[config.mk]
export PLATFORM = sky130hd
export DESIGN_NAME = c_block_drain
export DESIGN_NICKNAME = d
export VERILOG_FILES = /design/src/rtl/c_block_drain_pkg.sv /design/src/rtl/c_block_drain_addr_gen.sv /design/src/rtl/c_block_drain.sv
export SDC_FILE = /design/constraint.sdc
export NUM_CORES = 1
export LEC_CHECK = 0
export BUFFER_PORTS_ARGS = -buffer_cell sky130_fd_sc_hd__buf_2
export CAP_MARGIN = 30
export CORE_AREA = 2 2 224 226
export DETAILED_ROUTE_END_ITERATION = 12
export DIE_AREA = 0 0 226 228
export PLACE_DENSITY = 0.5
export RECOVER_POWER = 50
export SYNTH_ARGS = -nofsm -noshare
export SYNTH_HDL_FRONTEND = slang
export SYNTH_HIERARCHICAL = 1
export SYNTH_SLANG_ARGS = --single-unit
export TNS_END_PERCENT = 50
[constraint.sdc]
create_clock -name clk_i -period 7.6 [get_ports clk_i]
set_input_delay 0.76 -clock clk_i [delete_from_list [all_inputs] [get_ports clk_i]]
set_output_delay 0.76 -clock clk_i [all_outputs]
set_load 0.1 [all_outputs]
[src/rtl/c_block_drain_pkg.sv]
// Shared gemm package: FSM state encoding for the C-block drain and the
// default mesh/interface constants that the drain and its address
// generator use as parameter defaults.
//
// Contents:
//   drain_state_e       - drain FSM states (IDLE, READ, CAPTURE, EMIT, DONE)
//   Def*                - default element width, mesh shape, address widths
//   idx_width()         - counter width for an index range 0..n-1 (min 1 bit)
package c_block_drain_pkg;

    typedef enum logic [2:0] {
        ST_IDLE,
        ST_READ,
        ST_CAPTURE,
        ST_EMIT,
        ST_DONE
    } drain_state_e;

    localparam int unsigned DefOutDataWidth  = 32;
    localparam int unsigned DefMeshRow       = 4;
    localparam int unsigned DefMeshCol       = 4;
    localparam int unsigned DefAddrWidth     = 12;
    localparam int unsigned DefSizeAddrWidth = 8;

    function automatic int unsigned idx_width(input int unsigned n);
        return (n > 1) ? $clog2(n) : 1;
    endfunction

endpackage

[src/rtl/c_block_drain_addr_gen.sv]
// c_drain_addr_gen: m/r/n loop counters and SRAM C block address for the
// C-block drain. Loop nesting is m (outer), r, n (inner); the column index c
// lives in the top because it advances per stream element, not per read.
//
// Ports:
//   clk_i, rst_ni   - clock, asynchronous active-low reset
//   load_i          - accepted start: register sizes, clear counters
//   M_size_i        - block rows to register on load_i
//   N_size_i        - block columns to register on load_i
//   advance_i       - one row fragment fully emitted: step n, then r, then m
//   r_o             - current row within the block
//   addr_o          - m*N + n truncated to AddrWidth
//   last_frag_o     - current fragment is the final one of the matrix
module c_drain_addr_gen
    import c_block_drain_pkg::*;
#(
    parameter int unsigned meshRow       = DefMeshRow,
    parameter int unsigned AddrWidth     = DefAddrWidth,
    parameter int unsigned SizeAddrWidth = DefSizeAddrWidth,
    parameter int unsigned RowIdxWidth   = idx_width(meshRow)
) (
    input  logic                     clk_i,
    input  logic                     rst_ni,
    input  logic                     load_i,
    input  logic [SizeAddrWidth-1:0] M_size_i,
    input  logic [SizeAddrWidth-1:0] N_size_i,
    input  logic                     advance_i,
    output logic [RowIdxWidth-1:0]   r_o,
    output logic [AddrWidth-1:0]     addr_o,
    output logic                     last_frag_o
);

    logic [SizeAddrWidth-1:0] m_size_q, m_size_d;
    logic [SizeAddrWidth-1:0] n_size_q, n_size_d;
    logic [SizeAddrWidth-1:0] m_q, m_d;
    logic [SizeAddrWidth-1:0] n_q, n_d;
    logic [RowIdxWidth-1:0]   r_q, r_d;
    logic                     m_last, n_last, r_last;

    assign m_last = (m_q == m_size_q - 1'b1);
    assign n_last = (n_q == n_size_q - 1'b1);
    assign r_last = (r_q == RowIdxWidth'(meshRow - 1));

    always_comb begin
        m_size_d = m_size_q;
        n_size_d = n_size_q;
        m_d      = m_q;
        n_d      = n_q;
        r_d      = r_q;
        if (load_i) begin
            m_size_d = M_size_i;
            n_size_d = N_size_i;
            m_d      = '0;
            n_d      = '0;
            r_d      = '0;
        end else if (advance_i) begin
            if (n_last) begin
                n_d = '0;
                if (r_last) begin
                    r_d = '0;
                    m_d = m_q + 1'b1;
                end else begin
                    r_d = r_q + 1'b1;
                end
            end else begin
                n_d = n_q + 1'b1;
            end
        end
    end

    always_ff @(posedge clk_i or negedge rst_ni) begin
        if (!rst_ni) begin
            m_size_q <= '0;
            n_size_q <= '0;
            m_q      <= '0;
            n_q      <= '0;
            r_q      <= '0;
        end else begin
            m_size_q <= m_size_d;
            n_size_q <= n_size_d;
            m_q      <= m_d;
            n_q      <= n_d;
            r_q      <= r_d;
        end
    end

    // Low AddrWidth bits of a product only depend on the low AddrWidth bits
    // of its operands, so doing the arithmetic at AddrWidth is exact.
    always_comb begin
        addr_o = AddrWidth'(m_q) * AddrWidth'(n_size_q) + AddrWidth'(n_q);
    end

    assign r_o         = r_q;
    assign last_frag_o = m_last & r_last & n_last;

endmodule

[src/rtl/c_block_drain.sv]
// c_block_drain: reads C blocks (meshRow x meshCol elements per SRAM word)
// and streams the full matrix (M*meshRow x N*meshCol) one element per
// transfer in global row-major order over a valid/ready interface.
// Each row fragment costs READ + CAPTURE + meshCol EMIT cycles.
//
// Ports:
//   clk_i, rst_ni     - clock, asynchronous active-low reset
//   start_i           - start pulse (ignored unless idle)
//   M_size_i/N_size_i - block rows / block columns, registered on start
//   sram_c_addr_o     - block read address (changes only in READ)
//   sram_c_rdata_i    - block word, valid the cycle after the address
//   m_valid_o/m_ready_i/m_data_o/m_last_o - element stream
//   busy_o            - drain in progress (accepted start through DONE)
//   done_o            - one-cycle completion pulse
//   stall_cnt_o       - saturating count of valid-but-not-ready cycles,
//                       present only with C_BLOCK_DRAIN_PERF_EN defined
module c_block_drain
    import c_block_drain_pkg::*;
#(
    parameter int unsigned OutDataWidth  = DefOutDataWidth,
    parameter int unsigned meshRow       = DefMeshRow,
    parameter int unsigned meshCol       = DefMeshCol,
    parameter int unsigned AddrWidth     = DefAddrWidth,
    parameter int unsigned SizeAddrWidth = DefSizeAddrWidth
) (
    input  logic                                    clk_i,
    input  logic                                    rst_ni,
    input  logic                                    start_i,
    input  logic [SizeAddrWidth-1:0]                M_size_i,
    input  logic [SizeAddrWidth-1:0]                N_size_i,
    output logic [AddrWidth-1:0]                    sram_c_addr_o,
    input  logic [meshRow*meshCol*OutDataWidth-1:0] sram_c_rdata_i,
    output logic                                    m_valid_o,
    input  logic                                    m_ready_i,
    output logic [OutDataWidth-1:0]                 m_data_o,
    output logic                                    m_last_o,
    output logic                                    busy_o,
    output logic                                    done_o
`ifdef C_BLOCK_DRAIN_PERF_EN
    ,
    output logic [31:0]                             stall_cnt_o
`endif
);

    localparam int unsigned RowIdxWidth = idx_width(meshRow);
    localparam int unsigned ColIdxWidth = idx_width(meshCol);

    drain_state_e            state_q, state_d;
    logic [ColIdxWidth-1:0]  col_q, col_d;
    logic [OutDataWidth-1:0] hold_q [meshCol];
    logic [OutDataWidth-1:0] hold_d [meshCol];
    logic [AddrWidth-1:0]    addr_q, addr_d;

    logic                    load;
    logic                    advance;
    logic                    last_frag;
    logic                    size_empty;
    logic                    xfer;
    logic                    col_last;
    logic [RowIdxWidth-1:0]  row_idx;
    logic [AddrWidth-1:0]    blk_addr;
    int unsigned             row_base;

    c_drain_addr_gen #(
        .meshRow       (meshRow),
        .AddrWidth     (AddrWidth),
        .SizeAddrWidth (SizeAddrWidth),
        .RowIdxWidth   (RowIdxWidth)
    ) u_addr_gen (
        .clk_i       (clk_i),
        .rst_ni      (rst_ni),
        .load_i      (load),
        .M_size_i    (M_size_i),
        .N_size_i    (N_size_i),
        .advance_i   (advance),
        .r_o         (row_idx),
        .addr_o      (blk_addr),
        .last_frag_o (last_frag)
    );

    // Emptiness is judged on the live inputs so an empty request reaches
    // DONE on the very next cycle without touching the SRAM.
    assign size_empty = (M_size_i == '0) || (N_size_i == '0);
    assign xfer       = m_valid_o && m_ready_i;
    assign col_last   = (col_q == ColIdxWidth'(meshCol - 1));

    always_comb begin
        state_d  = state_q;
        col_d    = col_q;
        hold_d   = hold_q;
        addr_d   = addr_q;
        load     = 1'b0;
        advance  = 1'b0;
        row_base = 32'(row_idx) * meshCol;
        unique case (state_q)
            ST_IDLE: begin
                if (start_i) begin
                    load    = 1'b1;
                    col_d   = '0;
                    state_d = size_empty ? ST_DONE : ST_READ;
                end
            end
            ST_READ: begin
                addr_d  = blk_addr;
                state_d = ST_CAPTURE;
            end
            ST_CAPTURE: begin
                for (int unsigned c = 0; c < meshCol; c++) begin
                    hold_d[c] = sram_c_rdata_i[(row_base + c) * OutDataWidth +: OutDataWidth];
                end
                state_d = ST_EMIT;
            end
            ST_EMIT: begin
                if (xfer) begin
                    if (col_last) begin
                        col_d = '0;
                        if (last_frag) begin
                            state_d = ST_DONE;
                        end else begin
                            advance = 1'b1;
                            state_d = ST_READ;
                        end
                    end else begin
                        col_d = col_q + 1'b1;
                    end
                end
            end
            ST_DONE: begin
                state_d = ST_IDLE;
            end
            default: begin
                state_d = ST_IDLE;
            end
        endcase
    end

    always_ff @(posedge clk_i or negedge rst_ni) begin
        if (!rst_ni) begin
            state_q <= ST_IDLE;
            col_q   <= '0;
            addr_q  <= '0;
            for (int unsigned c = 0; c < meshCol; c++) begin
                hold_q[c] <= '0;
            end
        end else begin
            state_q <= state_d;
            col_q   <= col_d;
            addr_q  <= addr_d;
            hold_q  <= hold_d;
        end
    end

    // Address is live during READ and otherwise holds the last block read.
    assign sram_c_addr_o = (state_q == ST_READ) ? blk_addr : addr_q;
    assign m_valid_o     = (state_q == ST_EMIT);
    assign m_data_o      = hold_q[col_q];
    assign m_last_o      = m_valid_o && last_frag && col_last;
    assign busy_o        = (state_q != ST_IDLE);
    assign done_o        = (state_q == ST_DONE);

`ifdef C_BLOCK_DRAIN_PERF_EN
    logic [31:0] stall_cnt_q, stall_cnt_d;

    always_comb begin
        stall_cnt_d = stall_cnt_q;
        if (load) begin
            stall_cnt_d = '0;
        end else if (m_valid_o && !m_ready_i && (stall_cnt_q != '1)) begin
            stall_cnt_d = stall_cnt_q + 32'd1;
        end
    end

    always_ff @(posedge clk_i or negedge rst_ni) begin
        if (!rst_ni) begin
            stall_cnt_q <= '0;
        end else begin
            stall_cnt_q <= stall_cnt_d;
        end
    end

    assign stall_cnt_o = stall_cnt_q;
`endif

endmodule
* After elaboration in Yosys (flattened, before gate mapping)
Index checks and enable logic that the tools add are counted.
** Word-level totals
- Register bits :: 179
- Input port bits :: 532
- Output and inout bits :: 48
- Logic and storage cells :: 89
** Operators by class
- $add $sub $neg :: 10
- Multipliers :: 1
- Magnitude comparators :: 1
- Equal/unequal tests :: 11
- Shift operators :: 4
- Multiplexer cells :: 31
- Bitwise operators :: 3
- Reduce and logical (&&, ||, !) cells :: 16
** Operators by type and width (number)
- $shiftx A512 B11 Y32 :: 3
- $shiftx A512 B10 Y32 :: 1
- $bmux W32 S2 :: 1
- $mux W32 :: 2
- $mux W8 :: 7
- $add A8 B1 Y8 const B :: 2
- $eq A8 B8 Y1 :: 2
- $logic_not A8 Y1 :: 2
- $sub A8 B1 Y8 const B :: 2
- $mux W3 :: 5
- $mux W2 :: 7
- $add A12 B8 Y12 :: 1
- $mul A8 B8 Y12 :: 1
- $mux W12 :: 1
- $pmux W3 S4 :: 1
- $add A4 B2 Y5 const B :: 2
- $reduce_and A3 Y1 :: 3
- $reduce_bool A2 Y1 :: 4
- $eq A3 B2 Y1 const B :: 2
- $mux W1 :: 6
- $add A4 B1 Y5 const B :: 1
- $add A2 B1 Y2 const B :: 2
- $eq A2 B2 Y1 const B :: 2
- $ne A2 B1 Y1 const B :: 2
- 12 further kinds :: 15

* Longest topological paths before layout
Gate-level depths: netlist of run 1.
- Depth after elaboration :: 10
- Gate-level depth with buffers :: 18
- Gate-level depth less buffers :: 16

* Modules after synthesis
The synthesis of run 1 kept the hierarchy.
** By module, submodules not included
- c_block_drain :: times used 1, cells each 531, area each 9426.5 um^2, seq. area each 3628.5 um^2
- c_drain_addr_gen :: times used 1, cells each 430, area each 3970.1 um^2, seq. area each 850.8 um^2

* Worst setup path before layout of run 1
No wires, ideal clock.
- Path type :: register to output
- Start :: reg u_addr_gen.m_q[2]
- End :: out sram_c_addr_o[11]
- Arrival time :: 4.413 ns
- Required time :: 6.840 ns
- Slack :: 2.427 ns
- Cell stages (with the launch flop) :: 17
- Path buffers :: 1
- Path through :: dfrtp_1 clkbuf_1 nand2_1 fa_1 inv_1 ha_1 ha_1 fa_1 ha_1 fa_1 a21o_1 a21oi_1 nor2b_1 o21a_1 o41a_1 xnor2_1 mux2_2
** Between the ends
- Longest elaborated chain between the ends :: 3
** Ends and longest elaborated chain
- start, declared :: RTL line c_block_drain_addr_gen.sv:35 : logic [SizeAddrWidth-1:0] m_q, m_d;
- start signal, assigned :: RTL line c_block_drain_addr_gen.sv:81 : m_q <= m_d;
- $mul A8 B8 Y12 :: RTL line c_block_drain_addr_gen.sv:90 : addr_o = AddrWidth'(m_q) * AddrWidth'(n_size_q) + AddrWidth'(n_q);
- $add A12 B8 Y12 :: RTL line c_block_drain_addr_gen.sv:90
- net blk_addr[11] :: RTL line c_block_drain.sv:61 : logic [AddrWidth-1:0] blk_addr;
- $mux W12
- end, declared :: RTL line c_block_drain.sv:31 : output logic [AddrWidth-1:0] sram_c_addr_o,
The timed path passes the listed nets, and every way through them passes these cells.

* Worst setup path in the final report of run 1
- Start :: reg u_addr_gen.m_q[4]
- End :: out sram_c_addr_o[11]
Same word-level chain as after synthesis.

==> impl_metrics.yaml, run 1 <==
status:
  violations: "max-capacitance violations, max-slew violations"
  status: "finished, violations left"
floorplanning:
  initial_core_util: 0.271
  rows: 82
  die_h_um: 228
  ios: 580
  dieArea_mm2: 0.0515
  core_mm2: 0.0493
  fp.dieW_um: 226
drt:
  wl_per_cell_um: 24.8
  drtIter0Drc: 506
  ant_nets: 0
  drcViolationCount: 0
  vias_per_cell: 4.83
  first_pass_iters: 6
  drt-total-wl_um: 54700
  via_count: 10630
synth:
  yosys.cell_count.top_type: "dfrtp_1"
  syn_area_per_cell_um2: 13.9
  synth-main-ff-cell: "dfrtp_1"
  ys_warn_count: 6
  yosysSeqAreaShare: 0.334
  syn_area_mm2: 0.0134
  synth_edf_count: 0
  yosys-top-cells-area: "dfrtp_1 (33%), mux4_2 (26%), mux2_2 (13%)"
  synth_common_cells: "dfrtp_1 (179), mux4_2 (155), mux2_2 (153)"
  syn_inst: 961
  synth_nets: 1561
  synth_async_sr_flop_share: 1.00
  synth_top_area_share: 0.334
  synth_cell_types: 57
  synth_top_area_cell: "dfrtp_1"
  synth_seq_cells: 179
critical_path:
  worstSetupPathType: "reg2out"
  cpLargestDelayFamily: "adder cells"
  worstPathArrival_ns: 5.28
  cp-end-kind: "output port"
  path_max_fanout: 15
  critPathRequiredTime_ns: 6.84
  critical_path.startpoint_type: "flip-flop"
  critPathMaxStageDelay_ns: 0.63
  cp_slowest_cell: "dfrtp_1"
  worst-path-buf-inv: 4
  path_cells: "nand2_1 > fa_1 > inv_1 > fa_1 > ha_1 > inv_1 > fa_1 > inv_1 > fa_1 > a21o_1 > a21oi_1 > nor2b_1 > o21a_1 > o41a_1 > xnor2_1 > mux2_2 > buf_2"
  crit_top_cell: "fa_1"
sta:
  post-route-period-util: 0.795
  relSlewSlack: -1.39
  setup_tns_ns: 0
  fin_skew_ns: 0.0158
  final-hold-violation-count: 0
  fmax_mhz: 166
  finalCriticalPeriod_ns: 6.04
  setup_violations: 0
  worst_slew_pin_slew_ns: 3.59
  drv_slew: 324
  rsz0062_at_grt: "false"
finish:
  nets: 2100
  areaGrowthSynthToFinish_pct: 29.4
  finalNonFillerCells: 2200
  multi_input_area_mm2: 0.00815
  drive_above_1_share: 0.623
  n_fill_cell: 4913
  seqCellArea_mm2: 0.00449
clocking:
  clock_sinks: 179
  clk_pin_slew_ns: 0.07
  cts_tree: "done"
  clockBufferDepth: 2
  postCtsResizedCells: 0
  ctsRootBufferMaster: "clkbuf_16"
  post-cts-setup-buffers: 0
  cts_hold_buf: 0
  htreeDepth: 4
  clock_latency_ns: 0.47
  cts_made_buffers: 17
global_route:
  grt_pass1_wl_um: 78600
  overflow: 0
  track_usage: 0.215
  grt_start_max_net_pins: 72
  grt_pass1_vias: 11333
  antenna_found_initial: 34
placement:
  gp_congestion: 0.990
  placed_cells: 2152
  port_buffers: 579
  dpl.hpwl_um: 45500
power:
  peakVddDrop_mv: 0.293
  p_per_area_mw_per_mm2: 360
  leakagePower_uw: 0.00777
  power.total_uw: 6250
hold_path:
  min_path_type: "reg2reg"
job:
  drv_cap: 6
==> report_power, final <==
part | switching, µW | internal (µW)
Combinational | 2350 | 1310
Sequential | 345 | 1380
Clock | 427 | 443
Total | 3120 | 3120
==> final timing paths <==
kind	slack [ns]	start	end	cells past startpoint
worst max-delay path	1.56	u_addr_gen/m_q[4]	sram_c_addr_o[11]	17
worst min-delay path	0.50	addr_q[1]	addr_q[1]	1
worst max register to register	2.28	col_q[0]	u_addr_gen/m_q[7]	10
worst min register to register	0.50	addr_q[1]	addr_q[1]	1
max in group asynchronous	3.15	rst_ni	u_addr_gen/r_o[1]	2
min in group asynchronous	1.34	rst_ni	addr_q[11]	1
==> sequential cells by signal, indices dropped and copies added (netlist names) <==
name,count
u_addr_gen/m_size_q,8
col_q,2
u_addr_gen/r_o,2
state_q,3
u_addr_gen/n_size_q,8
hold_q,128
u_addr_gen/m_q,8
addr_q,12
u_addr_gen/n_q,8
==> stage by stage <==
step	utilization	setup WS (ns)	instance area, µm²	hold WS [ns]
2_1_floorplan	-	2.43	13400	0.464
3_3_place_gp	0.339	2.09	16800	0.485
3_5_place_dp	0.339	2.03	16800	0.485
4_1_cts	0.351	1.51	17300	0.255
5_1_grt	0.351	1.21	17300	0.506
6_report	0.351	1.56	17300	0.495
==> per-layer routing <==
metal | part of all wire | global-route usage | wire length (µm)
met1 | 0.43 | 0.287 | 23400
met2 | 0.49 | 0.351 | 26800
met3 | 0.064 | 0.0531 | 3490
met4 | 0.017 | 0.0495 | 930
met5 | 0.0019 | 0 | 103
==> cells by family (layout without fill, tap and decap cells) <==
kind of cell             Yosys count  after routing  synth area share
multiplexers                     318            318             0.403
XOR/XNOR                          39             39            0.0261
flip-flops                       179            179             0.334
AND/OR/NAND/NOR                  171            171            0.0699
AO/OA/AOI/OAI                     46             46            0.0240
buffers and inverters            140            692            0.0574
adder cells (fa/ha/maj)           68             68            0.0854
other                              0             15                 0
==> area by class of cell <==
cell class              count  share of cell area
multi-input cells         642               0.470
well taps                 672              0.0485
inverters                  66              0.0143
clock inverters            12             0.00592
flip-flops and latches    179               0.259
diodes                     15             0.00217
repair buffers            594               0.174
clock buffers              20              0.0263
==> placed cells by master (no fill, tap or decap), types with 5 or more instances in the layout <==
master     count
buf_2        578
dfrtp_1      175
mux4_2       155
mux2_2       152
inv_1         66
fa_1          39
nand2_1       38
and2_1        36
nor2_1        33
ha_1          29
xnor2_1       27
clkbuf_16     17
diode_2       15
a21oi_1       11
xor2_1        11
nor3_1        10
nand2b_1      10
nor4_1         8
o21ai_0        8
buf_4          8
and3_1         7
nand3_1        7
clkbuf_1       6
mux4_1         5
nor2b_1        5
Power figures use the tool's default switching activity.
==> run 2: changes to the inputs <==
- CORE_AREA: 2 2 224 226 -> 2 2 225 227
- DIE_AREA: 0 0 226 228 -> 0 0 227 229
- PLACE_DENSITY: 0.5 -> 0.51
- clock period: 7.6 -> 5.3 ns (I/O delays scaled with it)
==> impl_metrics.yaml, run 2 (synthesized netlist as in run 1, its figures left out) <==
drt:
  vias_per_cell: 4.91
  first_pass_iters: 7
  drt-total-wl_um: 56300
  ant_nets: 0
  via_count: 10909
  wl_per_cell_um: 25.4
  drtIter0Drc: 542
  drcViolationCount: 0
critical_path:
  path_cells: "buf_4 > and2_4 > fa_1 > inv_1 > fa_1 > fa_1 > fa_1 > inv_1 > ha_4 > nor2b_1 > o21a_1 > o41a_1 > xnor2_1 > mux2_4 > buf_12"
  critPathRequiredTime_ns: 4.77
  worst-path-buf-inv: 4
  crit_top_cell: "fa_1"
  worstSetupPathType: "reg2out"
  path_max_fanout: 4
  critical_path.startpoint_type: "flip-flop"
  critPathMaxStageDelay_ns: 0.56
  cp-end-kind: "output port"
  cpLargestDelayFamily: "adder cells"
  cp_slowest_cell: "fa_1"
  worstPathArrival_ns: 4.76
finish:
  drive_above_1_share: 0.648
  largest_register: "hold_q"
  stdcell_area_mm2: 0.0177
  largest_reg_flops: 128
  n_fill_cell: 4956
  nets: 2124
  layout_commonest_cell: "buf_2"
  final_cell_mix: "buf_2 (574), dfrtp_1 (166), mux4_2 (155)"
  largest_registers: "hold_q: 128 flops, addr_q: 12 flops"
  areaGrowthSynthToFinish_pct: 32.0
sta:
  post-route-period-util: 0.997
  fin_skew_ns: 0.0112
  worst_slew_pin_slew_ns: 3.35
  setup_tns_ns: 0
  drv_slew: 224
  layout_setup_ws_ns: 0.0149
  fmax_mhz: 189
  holdWs_ns: 0.295
  relSlewSlack: -1.23
  finalCriticalPeriod_ns: 5.29
  final-hold-violation-count: 0
  rsz0062_at_grt: "true"
  setup_violations: 0
power:
  pwr-share-clk: 0.143
  internal-power_uw: 4560
  pwr-share-comb: 0.587
  leakagePower_uw: 0.00790
  p_sw_frac: 0.500
  switchingPower_uw: 4560
  seq_power_share: 0.270
  peakVddDrop_mv: 0.322
  p_per_area_mw_per_mm2: 515
global_route:
  grt_start_max_net_pins: 70
  grt_pass1_wl_um: 80500
  grt_pass1_vias: 11698
  track_usage: 0.221
  antenna_found_initial: 30
  overflow: 0
clocking:
  clock_sinks: 179
  clk_pin_slew_ns: 0.07
  cts_tree: "done"
  clockBufferDepth: 2
  ctsRootBufferMaster: "clkbuf_16"
  cts_made_buffers: 17
  htreeDepth: 4
  clock_latency_ns: 0.49
placement:
  place_ws_ns: 0.131
  placed_area_mm2: 0.0169
  port_buffers: 579
  dpl.hpwl_um: 46300
  gp_congestion: 1.11
hold_path:
  min_path_type: "in2reg"
floorplanning:
  dieArea_mm2: 0.0520
  ios: 580
  fp.dieW_um: 227
  initial_core_util: 0.270
  die_h_um: 229
  rows: 82
  core_mm2: 0.0497
status:
  status: "finished, violations left"
  violations: "max-capacitance violations, max-slew violations"
job:
  drv_cap: 4
run 2: cell count changes in the layout (fill, tap and decap cells not counted), moves of 4 or more:
cell / delta
inv_2: +4
ha_1: -5
dfrtp_1: -9
buf_4: +25
diode_2: -4
buf_2: -4
dfrtp_2: +10
ha_4: +4
inv_1: -4
run 2: worst register-to-register path: stages (launching register included):
cell and delay, ns:
dfrtp_1 2.22, ha_1 0.53, nand4_1 0.13, a211oi_1 0.49, nor4_1 0.14, buf_4 0.20, and2_1 0.16, o221ai_2 0.07
nor4_4 0.11, nand4_1 0.15, mux2_1 0.33
run 2: path summary, 6_finish.rpt:
kind                              startpoint                endpoint  slack, ns  depth (start not counted)
max                        u_addr_gen/m_q[5]       sram_c_addr_o[11]       0.01                         15
min                              M_size_i[1]  u_addr_gen/m_size_q[1]       0.30                          3
max reg2reg                u_addr_gen/r_o[1]       u_addr_gen/m_q[7]       0.64                         10
min reg2reg                        addr_q[8]               addr_q[8]       0.50                          1
max in group asynchronous             rst_ni                col_q[1]       1.06                          3
min in group asynchronous             rst_ni  u_addr_gen/m_size_q[4]       1.17                          1
run 2: final cells by class:
cell class / count / area [µm²] / area share
Timing Repair Buffer: 618 / 3250 / 0.184
Clock buffer: 20 / 457 / 0.0258
Inverter: 66 / 248 / 0.0140
Antenna cell: 11 / 27.5 / 0.00156
Clock inverter: 12 / 121 / 0.00686
Sequential cell: 179 / 4500 / 0.254
Tap cell: 672 / 841 / 0.0475
Multi-Input combinational cell: 642 / 8240 / 0.466
run 2: per-layer routing:
metal  track usage  share of wire  vias up
li1              -              -     4744
met1         0.289           0.43     5676
met2         0.361           0.49      409
met3        0.0504          0.058       72
met4        0.0721          0.023        8
met5             0        0.00094        -
run 2: power by group through the flow:
stage / clock network [µW] / logic [µW] / registers, µW
6_report: 1300 / 5350 / 2460
5_1_grt: 1400 / 5630 / 2560
4_1_cts: 1360 / 5400 / 2480
3_5_place_dp: 0 / 5300 / 2520
3_3_place_gp: 0 / 5290 / 2500
2_1_floorplan: 0 / 4430 / 2220
run 2: per-stage QoR:
| step | instances | util | power (µW) |
|---|---|---|---|
| after floorplan | 961 | - | 6650 |
| after global placement | 2161 | 0.340 | 7780 |
| after detailed placement | 2162 | 0.340 | 7820 |
| after CTS | 2205 | 0.355 | 9240 |
| after global routing | 2219 | 0.356 | 9590 |
| final | 2220 | 0.356 | 9120 |
run 2: what timing repair did:
action | 4_1_cts | 5_1_grt
hold buffers | 0 | 0
resized for setup | 26 | 7
setup endpoints to repair | 5 | 3
buffers inserted | 11 | 3
endpoints found under the hold margin | 0 | 0
pin swaps | 2 | 14
==> run 3: changes to the inputs <==
- ABC_AREA: default -> 1
- PLACE_DENSITY: 0.51 -> 0.54
==> impl_metrics.yaml, run 3 <==
status:
  status: "finished, violations left"
  violations: "max-capacitance violations, max-slew violations"
sta:
  fmax_mhz: 195
  setup_violations: 0
  post-route-period-util: 0.966
  setup_tns_ns: 0
  final-hold-violation-count: 0
  fin_skew_ns: 0.0140
  finalCriticalPeriod_ns: 5.12
  holdWs_ns: 0.290
  layout_setup_ws_ns: 0.182
  worst_slew_pin_slew_ns: 2.74
  rsz0062_at_grt: "true"
  drv_slew: 97
  relSlewSlack: -0.826
finish:
  largest_reg_flops: 128
  nets: 3308
  final_cell_mix: "buf_2 (573), nand2_1 (552), nor2_1 (483)"
  finalNonFillerCells: 3401
  largest_register: "hold_q"
  layout_commonest_cell: "buf_2"
  largest_registers: "hold_q: 128 flops, addr_q: 12 flops"
  drive_above_1_share: 0.263
  areaGrowthSynthToFinish_pct: 26.9
  stdcell_area_mm2: 0.0185
synth:
  synth_edf_count: 0
  synth_cell_types: 45
  yosys-top-cells-area: "dfrtp_1 (31%), nand2_1 (14%), nor2_1 (12%)"
  synth_top_area_cell: "dfrtp_1"
  synth_seq_cells: 179
  syn_area_per_cell_um2: 6.53
  synth_common_cells: "nand2_1 (552), nor2_1 (484), o21ai_0 (327)"
  synth_async_sr_flop_share: 1.00
  yosysSeqAreaShare: 0.308
  synth_nets: 2829
  yosys.cell_count.top_type: "nand2_1"
  ys_warn_count: 6
  synth_top_area_share: 0.308
  syn_area_mm2: 0.0146
  synth-main-ff-cell: "dfrtp_1"
  syn_inst: 2229
floorplanning:
  dieArea_mm2: 0.0520
  fp.dieW_um: 227
  rows: 82
  ios: 580
  core_mm2: 0.0497
  initial_core_util: 0.293
  die_h_um: 229
power:
  p_sw_frac: 0.611
  leakagePower_uw: 0.00974
  internal-power_uw: 4580
  pwr-share-clk: 0.110
  pwr-share-comb: 0.679
  seq_power_share: 0.211
  switchingPower_uw: 7200
  p_per_area_mw_per_mm2: 638
  peakVddDrop_mv: 0.622
placement:
  dpl.hpwl_um: 52400
  placed_cells: 3355
  placed_area_mm2: 0.0178
  port_buffers: 579
  place_ws_ns: 0.388
  gp_congestion: 0.986
critical_path:
  rr_worst_depth: 16
  rr_startpoint: "u_addr_gen/m_q[6]"
  worstPathArrival_ns: 4.59
  critPathRequiredTime_ns: 4.77
  crit_top_cell: "fa_1"
  rrSetupSlack_ns: 1.22
  cp-end-kind: "output port"
  cp_slowest_cell: "fa_1"
  worstSetupPathType: "reg2out"
  critical_path.startpoint_type: "flip-flop"
  worst-path-buf-inv: 5
  r2r_end: "addr_q[11]"
  cpLargestDelayFamily: "adder cells"
  critPathMaxStageDelay_ns: 0.51
  path_max_fanout: 9
  path_cells: "buf_4 > nand2_1 > inv_1 > fa_1 > fa_1 > fa_1 > inv_1 > fa_1 > inv_1 > ha_1 > nand2_1 > o21ai_0 > a31oi_2 > nand3_1 > nand2_1 > mux2_2 > buf_12"
drt:
  via_count: 16563
  wl_per_cell_um: 19.8
  ant_nets: 0
  drtIter0Drc: 1178
  first_pass_iters: 5
  drcViolationCount: 0
  vias_per_cell: 4.87
  drt-total-wl_um: 67200
global_route:
  track_usage: 0.253
  grt_pass1_wl_um: 98000
  grt_pass1_vias: 16166
  antenna_found_initial: 10
  overflow: 0
  grt_start_max_net_pins: 145
clocking:
  clk_pin_slew_ns: 0.07
  clock_sinks: 179
  cts_tree: "done"
  clock_latency_ns: 0.46
  ctsRootBufferMaster: "clkbuf_16"
  cts_made_buffers: 17
  htreeDepth: 4
  clockBufferDepth: 2
hold_path:
  hp-start: "M_size_i[7]"
  min_path_type: "in2reg"
  whs_endpoint: "u_addr_gen/m_size_q[7]"
  holdPathStages: 3
job:
  drv_cap: 1
## run 3: how the worst max path moves through the flow
stage / slack (ns) / cells past startpoint / from / endpoint
after floorplan: 0.60 / 18 / u_addr_gen/n_size_q[1] / sram_c_addr_o[9]
after global placement: 0.39 / 18 / u_addr_gen/n_q[6] / sram_c_addr_o[9]
after detailed placement: 0.39 / 18 / u_addr_gen/n_q[6] / sram_c_addr_o[9]
after CTS: 0.002 / 18 / u_addr_gen/n_q[6] / sram_c_addr_o[9]
after global routing: -0.02 / 18 / u_addr_gen/m_q[5] / sram_c_addr_o[11]
final: 0.18 / 17 / u_addr_gen/m_q[6] / sram_c_addr_o[11]
## run 3: power groups by stage
| stage | combinational [µW] | clock, µW | sequential, µW |
|---|---|---|---|
| after CTS | 8040 | 1330 | 2480 |
| after floorplan | 5910 | 0 | 2280 |
| final | 8000 | 1290 | 2490 |
| after global placement | 7970 | 0 | 2480 |
| after detailed placement | 8000 | 0 | 2500 |
| after global routing | 8730 | 1370 | 2560 |
## run 3: cell families after synthesis
kind of cell | share of synthesized area
buf+inv | 0.0983
simple gates | 0.301
xor+xnor | 0.0215
flops | 0.308
mux | 0.00928
compound gates | 0.184
fa+ha+maj | 0.0785
## run 3: timing repair
action                                  CTS  global route
gates cloned                              0             0
hold buffers                              0             0
hold endpoints to repair                  0             0
pin swaps                                 0             2
setup buffers                             1             5
gates resized for setup                   3            24
endpoints found under the setup margin    4             5
## run 3: per-layer routing
layer / GRT usage / part of all wire
met5: 0 / 0.00051
met4: 0.0560 / 0.016
met1: 0.329 / 0.43
met2: 0.437 / 0.50
met3: 0.0454 / 0.054
## run 3: through the flow
stage               utilization  power (µW)
floorplan                     -        8190
global placement          0.357       10500
detailed placement        0.358       10500
CTS                       0.370       11800
global route              0.372       12700
finish                    0.372       11800
## run 3: tightest hold or removal path, stage by stage
cell	delay [ns]
buf_2	0.09
nand2_1	0.05
nand2_1	0.05
## run 3: area by class of cell
class	count	area (µm²)
Fill cell	5535	31200
Multi-Input combinational cell	1741	8710
Sequential cell	179	4500
Timing Repair Buffer	615	3250
Tap cell	672	841
Inverter	154	588
Clock buffer	17	425
Clock inverter	15	155
Antenna cell	8	20.0
